<file path="config.mk">
export PLATFORM = sky130hd
export DESIGN_NAME = count_arbiter_flat
export DESIGN_NICKNAME = d
export VERILOG_FILES = /design/src/rtl/count_arbiter_if.sv /design/src/rtl/count_arbiter.sv /design/src/flat_wrapper.sv
export SDC_FILE = /design/constraint.sdc
export NUM_CORES = 1
export LEC_CHECK = 0
export BUFFER_PORTS_ARGS = -buffer_cell sky130_fd_sc_hd__clkbuf_2
export CAP_MARGIN = 5
export CORE_MARGIN = 5
export CORE_UTILIZATION = 42
export CTS_CLUSTER_SIZE = 40
export DETAILED_ROUTE_END_ITERATION = 8
export GPL_TIMING_DRIVEN = 0
export PLACE_DENSITY_LB_ADDON = 0.08
export SYNTH_ARGS = -nofsm -noshare
export SYNTH_HDL_FRONTEND = slang
export SYNTH_SLANG_ARGS = --single-unit
export TNS_END_PERCENT = 50
</file>
<file path="constraint.sdc">
create_clock -name clk -period 1.35 [get_ports clk]
set_input_delay 0.0675 -clock clk [delete_from_list [all_inputs] [get_ports clk]]
set_output_delay 0.0675 -clock clk [all_outputs]
set_load 0.1 [all_outputs]
</file>
<file path="src/rtl/count_arbiter_if.sv">
// Bundle of request/limit/abort inputs and grant/status outputs for count_arbiter.
interface count_arbiter_if;
  logic [1:0] req;
  logic [3:0] lim0;
  logic [3:0] lim1;
  logic       abort;
  logic [1:0] gnt;
  logic [3:0] count;
  logic       busy;
  logic [1:0] done;
  logic       aborted;

  modport slave (
    input  req, lim0, lim1, abort,
    output gnt, count, busy, done, aborted
  );

  modport master (
    output req, lim0, lim1, abort,
    input  gnt, count, busy, done, aborted
  );
endinterface

</file>
<file path="src/rtl/count_arbiter.sv">
// Two-requester round-robin arbiter; the winner owns a shared up-counter that
// runs from 0 to its latched limit, then pulses done for one cycle.
module count_arbiter (
  input logic            clk,
  input logic            reset,
  count_arbiter_if.slave bus
);

  typedef enum logic [1:0] {
    IDLE = 2'd0,
    RUN  = 2'd1,
    DONE = 2'd2
  } state_t;

  state_t     r_state;
  state_t     w_stateNext;
  logic [3:0] r_count;
  logic [3:0] w_countNext;
  logic [3:0] r_limQ;
  logic [3:0] w_limQNext;
  logic       r_id;
  logic       w_idNext;
  logic       r_lastR1;
  logic       w_lastR1Next;
  logic       r_aborted;
  logic       w_abortedNext;
  logic       w_winner;

  // Pick the winner: a lone requester always wins, on contention the one not served last wins.
  always_comb begin
    w_winner = 1'b0;
    if (bus.req == 2'b10) begin
      w_winner = 1'b1;
    end else if (bus.req == 2'b11) begin
      w_winner = ~r_lastR1;
    end
  end

  // Next-state logic; run-time changes to req/limits are ignored, only abort ends a run early.
  always_comb begin
    w_stateNext   = r_state;
    w_countNext   = r_count;
    w_limQNext    = r_limQ;
    w_idNext      = r_id;
    w_lastR1Next  = r_lastR1;
    w_abortedNext = 1'b0;
    case (r_state)
      IDLE: begin
        if (bus.req != 2'b00) begin
          w_stateNext = RUN;
          w_idNext    = w_winner;
          w_limQNext  = w_winner ? bus.lim1 : bus.lim0;
          w_countNext = 4'd0;
        end
      end
      RUN: begin
        if (bus.abort) begin
          w_stateNext   = IDLE;
          w_countNext   = 4'd0;
          w_abortedNext = 1'b1;
        end else if (r_count == r_limQ) begin
          w_stateNext = DONE;
        end else begin
          w_countNext = r_count + 4'd1;
        end
      end
      DONE: begin
        w_stateNext  = IDLE;
        w_lastR1Next = r_id;
      end
      default: begin
        w_stateNext = IDLE;
      end
    endcase
  end

  // State registers; reset leaves the pointer at "R1 served last" so R0 wins first.
  always_ff @(posedge clk) begin
    if (reset) begin
      r_state   <= IDLE;
      r_count   <= 4'd0;
      r_limQ    <= 4'd0;
      r_id      <= 1'b0;
      r_lastR1  <= 1'b1;
      r_aborted <= 1'b0;
    end else begin
      r_state   <= w_stateNext;
      r_count   <= w_countNext;
      r_limQ    <= w_limQNext;
      r_id      <= w_idNext;
      r_lastR1  <= w_lastR1Next;
      r_aborted <= w_abortedNext;
    end
  end

  // Outputs decoded purely from registered state.
  assign bus.gnt     = (r_state != IDLE) ? (r_id ? 2'b10 : 2'b01) : 2'b00;
  assign bus.busy    = (r_state != IDLE);
  assign bus.done    = (r_state == DONE) ? (r_id ? 2'b10 : 2'b01) : 2'b00;
  assign bus.count   = r_count;
  assign bus.aborted = r_aborted;

endmodule

</file>
<file path="src/flat_wrapper.sv">
// flat-port wrapper written by rule: the top's interface ports become plain ports
module count_arbiter_flat 
  (clk, reset, bus_req, bus_lim0, bus_lim1, bus_abort, bus_gnt, bus_count, bus_busy, bus_done, bus_aborted);
  count_arbiter_if bus_i ();
  input logic clk;
  input logic reset;
  input wire logic [$bits(bus_i.req)-1:0] bus_req;
  input wire logic [$bits(bus_i.lim0)-1:0] bus_lim0;
  input wire logic [$bits(bus_i.lim1)-1:0] bus_lim1;
  input wire logic [$bits(bus_i.abort)-1:0] bus_abort;
  output wire logic [$bits(bus_i.gnt)-1:0] bus_gnt;
  output wire logic [$bits(bus_i.count)-1:0] bus_count;
  output wire logic [$bits(bus_i.busy)-1:0] bus_busy;
  output wire logic [$bits(bus_i.done)-1:0] bus_done;
  output wire logic [$bits(bus_i.aborted)-1:0] bus_aborted;
  assign bus_i.req = bus_req;
  assign bus_i.lim0 = bus_lim0;
  assign bus_i.lim1 = bus_lim1;
  assign bus_i.abort = bus_abort;
  assign bus_gnt = bus_i.gnt;
  assign bus_count = bus_i.count;
  assign bus_busy = bus_i.busy;
  assign bus_done = bus_i.done;
  assign bus_aborted = bus_i.aborted;
  count_arbiter u_core (.clk(clk), .reset(reset), .bus(bus_i));
endmodule
</file>
# ---- Word-level counts from Yosys, hierarchy flattened
# Cells that the tools add are included.
dict set report classes {
  addsub 1
  n_mul 0
  div_mod_pow 0
  order_cmp 0
  eq_ne 8
  shifts 0
  muxes 15
  bitwise 2
  reduce_logical 8
}
# cell count
set ops {}
lappend ops {{2-to-1 mux 4 bit} 4}
lappend ops {{2-to-1 mux 2 bit} 6}
lappend ops {{one-hot mux 4 bit (2 select lines)} 1}
lappend ops {{equality test 2 bit, second input constant} 3}
lappend ops {{nonzero test 2 bit} 3}
lappend ops {{adder 4 x 1 -> 4 bit, second input constant} 1}
lappend ops {{equality test 4 bit} 1}
lappend ops {{one-hot mux 2 bit (2 select lines)} 1}
lappend ops {{AND reduction 2 bit} 2}
lappend ops {{2-to-1 mux 1 bit} 3}
lappend ops {{!= test 3 x 2 -> 1 bit, second input constant} 1}
lappend ops {{!= test 3 bit, second input constant} 1}
lappend ops {{AND reduction 3 bit} 1}
lappend ops {{equality test 2 x 1 -> 1 bit, second input constant} 1}
lappend ops {{zero test 2 bit} 1}
lappend ops {{!= test 2 x 1 -> 1 bit, second input constant} 1}
lappend ops {{NOT 1 bit} 2}
lappend ops {{OR reduction 2 bit} 1}
dict set report totals {
  register_bits 13
  latch_bits 0
  ramBits 0
  rom_bits 0
  input_bits 13
  output_inout_bits 10
  wordCells 40
  n_memories 0
}

# ---- Depth between registers and ports, before layout
# Gate-level depths: netlist (run 1).
dict set report depth {
  depth_word 4
  mapped_depth 5
  depth_no_buf 4
}

# ---- Worst setup path after synthesis (run 1)
# No wires, ideal clock.
dict set report synth_path {
  path_kind {register to register}
  from {register u_core.r_count[0] (netlist: u_core.bus.count[0])}
  to {register u_core.r_count[3] (netlist: u_core.bus.count[3])}
  setup_ns 0.075
  arrival_ns 2.026
  required_ns 1.275
  slack_ns -0.751
  stages_incl_launch_ff 5
  period_less_slack_ns 2.101
  path_cell_list {dfxtp_1 -> xnor2_1 -> and4_1 -> or4_1 -> a31oi_1}
}
dict set report synth_between {
  elab_chain_len 4
}
# item line_no
set synth_rtl {}
lappend synth_rtl {{start: declaration} count_arbiter.sv:17} ;# logic [3:0] r_count;
lappend synth_rtl {{start signal: assignment} count_arbiter.sv:88} ;# r_count <= w_countNext;
lappend synth_rtl {{adder 4 x 1 -> 4 bit} count_arbiter.sv:64} ;# w_countNext = r_count + 4'd1;
lappend synth_rtl {{2-to-1 mux 4 bit} count_arbiter.sv:61} ;# end else if (r_count == r_limQ) begin
lappend synth_rtl {{2-to-1 mux 4 bit} count_arbiter.sv:57} ;# if (bus.abort) begin
lappend synth_rtl {{one-hot mux 4 bit (2 select lines)} count_arbiter.sv:47} ;# case (r_state)
# Several ways; a longest one is shown, not always the timed one. The select of a mux whose other input is x is not followed.
# A chain may end at the register's enable or synchronous reset.

# ---- Final worst setup path (run 1)
dict set report layout_path {
  from {register u_core.r_count[2] (netlist: u_core.bus.count[2])}
  to {register u_core.r_count[3] (netlist: u_core.bus.count[3])}
}
# Same word-level chain as after synthesis.

==> impl_metrics.yaml, run 1 <==
status:
  outcome: "finished, violations left"
  violations: "setup timing"
timing:
  slew_violations: 0
  maxSlewHeadroom_pct: 60.79
  worst_slack_ps: -19.31
  min_period_over_period_pct: 101.4
  rsz0062_at_grt: "yes"
  fmax_ghz: 0.7303
  worstMarginPinSlew_ps: 586.9
  skew_ps: 1.154
  hold_viol_final: 0
  period_minus_slack_ps: 1369
  setup_viol: 1
synthesis:
  async_reset_ff_share_pct: 0
  avgSynthCellArea_um2: 8.775
  ys_warn_count: 0
  synth_flop_cell: "dfxtp_1"
  synth-seq-area-share_pct: 40.08
  synth_top_cell_area_share_pct: 40.08
  synth_edf_count: 0
  ys_seq_elements: 13
  syn-num-nets: 88
  yosysMostFrequentCell: "dfxtp_1"
  synthTopCellsByArea: "dfxtp_1, mux2i_1, nor2_1"
  ys_types: 29
  netlist.top_cell.by_area: "dfxtp_1"
  synthCells: 74
  yosys-top-cells-count: "dfxtp_1, nor2_1, mux2i_1"
  syn-cell-area_um2: 649.4
critical_path:
  crit_type: "reg -> reg"
  path_cells: "xnor2_2 > and4_1 > or4_1 > a31oi_1"
  cp_slowest_stage_delay_ps: 460
  crit_path_start_kind: "flop"
  r2r_start: "u_core.bus.count[2]$_SDFFE_PP0P_"
  crit_slowest_cell: "or4_1"
  arrival_ps: 1570
  reg2reg_slack_ps: -20
  required_ps: 1550
  cp_max_fo: 2
  worstRegToRegCells: 4
  r2r_end: "u_core.bus.count[3]$_SDFFE_PP0P_"
  critPathCaptureType: "flop"
global_routing:
  grt_max_degree: 11
  grt_pass1_vias: 598
  gr-total-overflow: 0
  track_usage_pct: 14.07
  grt_pass1_wl_um: 2628
  antenna_found_initial: 0
final_layout:
  stdcell_area_um2: 996.0
  drive_above_1_share_pct: 47.66
  diodes: 0
  stdcell_count: 123
  final_nets: 122
  syn2layout_area_growth_pct: 53.37
placement:
  pre_cts_ws_ps: -143.2
  io_buffers: 22
  post-place-cells: 112
  placed_area_um2: 804.5
  dpl.hpwl_um: 1092
  place_congestion: 0.8403
route:
  postRouteAntennaNets: 0
  drtIter0Drc: 5
  wl_um: 1587
  vias: 647
  dr.pass1.iters: 4
  wl_per_cell_um: 12.90
  drc: 0
  viasPerCell: 5.260
power_and_ir_drop:
  p_per_area_nw_per_um2: 995.9
  p_total_w: 0.0009919
  leakage_nw: 0.4176
  max-vdd-ir-drop_mv: 0.5661
die:
  die_area_um2: 2432
  coreArea_um2: 1489
  die_y_um: 49.32
  num_io_pins: 23
  start_util_pct: 43.61
  std_cell_rows: 14
  die_w_um: 49.32
clock_tree:
  cts_tree: "built"
  cts_max_level: 1
  cts_buffers: 3
  cts.clk_slew.worst_paths_ps: 90
  clk_root_buffer_cell: "clkbuf_4"
  cts.sinks: 13
  ctsLongestPathBuffers: 2
  clk_latency_ps: 280
hold_path:
  min_to: "u_core.bus.aborted$_SDFF_PP0_"
  hold_depth: 2
  min_from: "bus_abort"
  holdCritPathClass: "in -> reg"
run:
  cap_violations: 0
## where the power goes
group          switching [W]  leakage (nW)  internal [W]  total [W]
clock network       0.000138        0.0150      0.000115   0.000253
registers          0.0000197         0.111      0.000401   0.000421
logic               0.000198         0.292      0.000120   0.000318
## cells in the final DEF, fill, tap and decap left out, types with 2 or more instances in the layout
cell,netlist,layout
a21oi_1,2,2
dfxtp_4,0,5
clkbuf_2,0,17
a31oi_1,2,2
xnor2_1,4,3
clkbuf_4,0,4
mux2i_1,6,6
nand4_1,3,3
nor2_1,12,8
nor3_1,2,2
nor2_4,0,3
clkbuf_1,1,2
dfxtp_2,0,2
nand2_1,3,3
a211oi_1,4,4
buf_4,0,7
buf_6,0,2
dfxtp_1,13,6
nand3_1,2,2
inv_1,4,4
## registers in the layout, summed over array words and instances (netlist names)
signal	count
u_core.bus.aborted	1
u_core.bus.count	4
u_core.r_id	1
u_core.r_lastR1	1
u_core.r_limQ	4
u_core.r_state	2
## metal layers
metal	vias to the layer above	GRT usage, %	routed length (um)	share of wire (%)
li1	335	-	-	-
met1	290	16.82	699	44
met2	18	21.24	765	48
met3	4	3.364	84	5.3
met4	0	10.76	38	2.4
met5	-	0	0	0
## stage by stage
step	util (%)	hold WS [ps]	TNS, ps
detailed placement	54.03	352.9	-143.2
global route	66.89	68.90	-190.4
global placement	54.03	346.1	-143.4
CTS	62.77	51.52	-48.99
finish	66.89	66.65	-19.31
floorplan	-	200.9	-1124
## logic make-up after synthesis
logic type | synth area share (%)
simple gates | 26.21
fa+ha+maj | 1.926
buf+inv | 3.659
mux | 9.249
flops | 40.08
compound gates | 13.49
xor+xnor | 5.394
## worst max-delay path, delay by kind of cell (launching register included)
kind	cells	cell delay, ps
compound gates	1	130
xor+xnor	1	130
flops	1	360
simple gates	2	680
## worst max path at each step
stage / end / start / cells past startpoint
after floorplan: bus_gnt[0] / u_core.r_state[1]$_SDFFE_PP0P_ / 2
after global placement: u_core.bus.count[3]$_SDFFE_PP0P_ / u_core.r_state[0]$_SDFFE_PP0P_ / 3
after detailed placement: u_core.bus.count[3]$_SDFFE_PP0P_ / u_core.r_state[0]$_SDFFE_PP0P_ / 3
after CTS: u_core.bus.count[3]$_SDFFE_PP0P_ / u_core.bus.count[2]$_SDFFE_PP0P_ / 4
after global routing: u_core.bus.count[3]$_SDFFE_PP0P_ / u_core.bus.count[2]$_SDFFE_PP0P_ / 4
final: u_core.bus.count[3]$_SDFFE_PP0P_ / u_core.bus.count[2]$_SDFFE_PP0P_ / 4
## layout make-up
class / count / area [um^2]
clock buffers: 4 / 26.28
inverters: 4 / 15.01
flip-flops and latches: 13 / 281.5
repair buffers: 29 / 216.5
well taps: 16 / 20.02
plain buffers: 2 / 15.01
multi-input cells: 55 / 421.7
fillers: 130 / 493.0
## what timing repair did
action	in CTS	in global routing
endpoints found under the setup margin	7	14
pin swaps	6	2
resized for setup	17	12
hold buffers	0	0
buffers inserted	5	2
Note: power is estimated with default switching activity, not from simulation.
==> run 2: changes to the inputs <==
==> constraint.sdc (replaced) <==
create_clock -name clk -period 1.35 [get_ports clk]
set_input_delay 0.135 -clock clk [delete_from_list [all_inputs] [get_ports clk]]
set_output_delay 0.135 -clock clk [all_outputs]
set_load 0.1 [all_outputs]
==> run 2 against run 1 <==
The run still ends with setup timing left; register-to-register slack hardly changed; sequential share of layout area is 0.76 points higher; count of clock-buffer cells in the layout stayed put; global-route usage is 0.90 points higher; die area stayed put; critical endpoint unchanged; largest power group unchanged.
==> impl_metrics.yaml, run 2 (same netlist as run 1, synthesis figures left out) <==
final_layout:
  final_common_cell: "clkbuf_2"
  syn2layout_area_growth_pct: 50.67
  diodes: 0
  drive_above_1_share_pct: 49.04
  final_cell_mix: "clkbuf_2, mux2i_1, nor2_1, dfxtp_1, dfxtp_4"
  stdcell_area_um2: 978.4
  final_nets: 119
timing:
  worstMarginPinSlew_ps: 544.0
  maxSlewHeadroom_pct: 63.89
  skew_ps: 2.691
  rsz0062_at_grt: "yes"
  min_period_over_period_pct: 101.1
  setup_viol: 1
  hold_ws_ps: 135.8
  hold_viol_final: 0
  worst_slack_ps: -14.82
  period_minus_slack_ps: 1365
  fmax_ghz: 0.7327
  slew_violations: 0
global_routing:
  grt_pass1_vias: 645
  gr-total-overflow: 0
  grt_pass1_wl_um: 2884
  track_usage_pct: 14.97
  grt_max_degree: 11
  antenna_found_initial: 0
route:
  dr.pass1.iters: 2
  wl_per_cell_um: 13.26
  drc: 0
  drtIter0Drc: 4
  vias: 630
  postRouteAntennaNets: 0
  wl_um: 1591
  viasPerCell: 5.250
critical_path:
  arrival_ps: 1560
  crit_path_start_kind: "flop"
  critPathCaptureType: "flop"
  required_ps: 1540
  cp_max_fo: 6
  crit_type: "reg -> reg"
power_and_ir_drop:
  max-vdd-ir-drop_mv: 0.5602
  p_per_area_nw_per_um2: 993.9
  seqPwrFrac_pct: 43.6
  clockPowerShare_pct: 24.3
  p_sw_w: 0.0003420
  power_frac_comb_pct: 32.1
  intPower_w: 0.0006306
  p_total_w: 0.0009725
  leakage_nw: 0.3987
  p_sw_share_pct: 35.16
clock_tree:
  ctsLongestPathBuffers: 2
  hold_buffers: 0
  clk_latency_ps: 270
  cts_tree: "built"
  clk_root_buffer_cell: "clkbuf_4"
  cts.clk_slew.worst_paths_ps: 80
  cts.sinks: 13
  cts_buffers: 3
  cts_max_level: 1
hold_path:
  holdCritPathClass: "in -> reg"
die:
  coreArea_um2: 1489
  num_io_pins: 23
  die_y_um: 49.32
  std_cell_rows: 14
  die_w_um: 49.32
  die_area_um2: 2432
  start_util_pct: 43.61
placement:
  io_buffers: 22
  placed_area_um2: 822.0
  pre_cts_ws_ps: -147.5
  place_congestion: 0.8479
run:
  cap_violations: 0
status:
  violations: "setup timing"
  outcome: "finished, violations left"
## run 2: area by class of cell
| class | count | area [um^2] |
|---|---|---|
| plain buffers | 2 | 11.26 |
| clock buffers | 4 | 26.28 |
| flip-flops and latches | 13 | 284.0 |
| inverters | 4 | 15.01 |
| well taps | 16 | 20.02 |
| fillers | 126 | 510.5 |
| multi-input cells | 55 | 427.9 |
| repair buffers | 26 | 193.9 |
## run 2: layer usage
| metal | up-vias | wire (um) | share of wire [%] | global-route usage (%) |
|---|---|---|---|---|
| met5 | - | 0 | 0 | 0 |
| met4 | 0 | 10 | 0.63 | 5.381 |
| met3 | 2 | 94 | 5.9 | 3.670 |
| met2 | 15 | 830 | 52 | 26.39 |
| met1 | 283 | 656 | 41 | 17.06 |
| li1 | 330 | - | - | - |
## run 2: through the flow
step / setup TNS, ps / instances / utilization (%)
6_report: -14.82 / 120 / 65.71
5_1_grt: -311.9 / 120 / 65.71
4_1_cts: -86.09 / 120 / 63.61
3_5_place_dp: -209.3 / 112 / 55.21
3_3_place_gp: -171.3 / 112 / 55.21
2_1_floorplan: -352.0 / 74 / -
## run 2: timing repair
item,4_1_cts,5_1_grt
endpoints found under the setup margin,13,14
pin swaps,4,1
buffers inserted,4,0
gates resized for setup,17,10
## run 2: power by group through the flow
stage | sequential (W) | combinational (W) | clock [W]
finish | 0.000424 | 0.000312 | 0.000236
global route | 0.000428 | 0.000334 | 0.000267
CTS | 0.000423 | 0.000300 | 0.000253
detailed placement | 0.000433 | 0.000264 | 0
global placement | 0.000432 | 0.000262 | 0
floorplan | 0.000451 | 0.000190 | 0
## run 2: final timing paths
path	start	endpoint	slack [ps]	cells after the start
worst max-delay path	u_core.r_state[0]$_SDFFE_PP0P_	u_core.bus.count[3]$_SDFFE_PP0P_	-10	3
worst min-delay path	bus_abort	u_core.bus.aborted$_SDFF_PP0_	140	2
worst max register to register	u_core.r_state[0]$_SDFFE_PP0P_	u_core.bus.count[3]$_SDFFE_PP0P_	-10	3
worst min register to register	u_core.r_state[1]$_SDFFE_PP0P_	u_core.bus.aborted$_SDFF_PP0_	490	1
## run 2: worst max-delay path, cell delays in order, from the launching register on
cell and delay (ps):
dfxtp_4 380, or3b_4 380, or4_1 400, a31oi_1 130
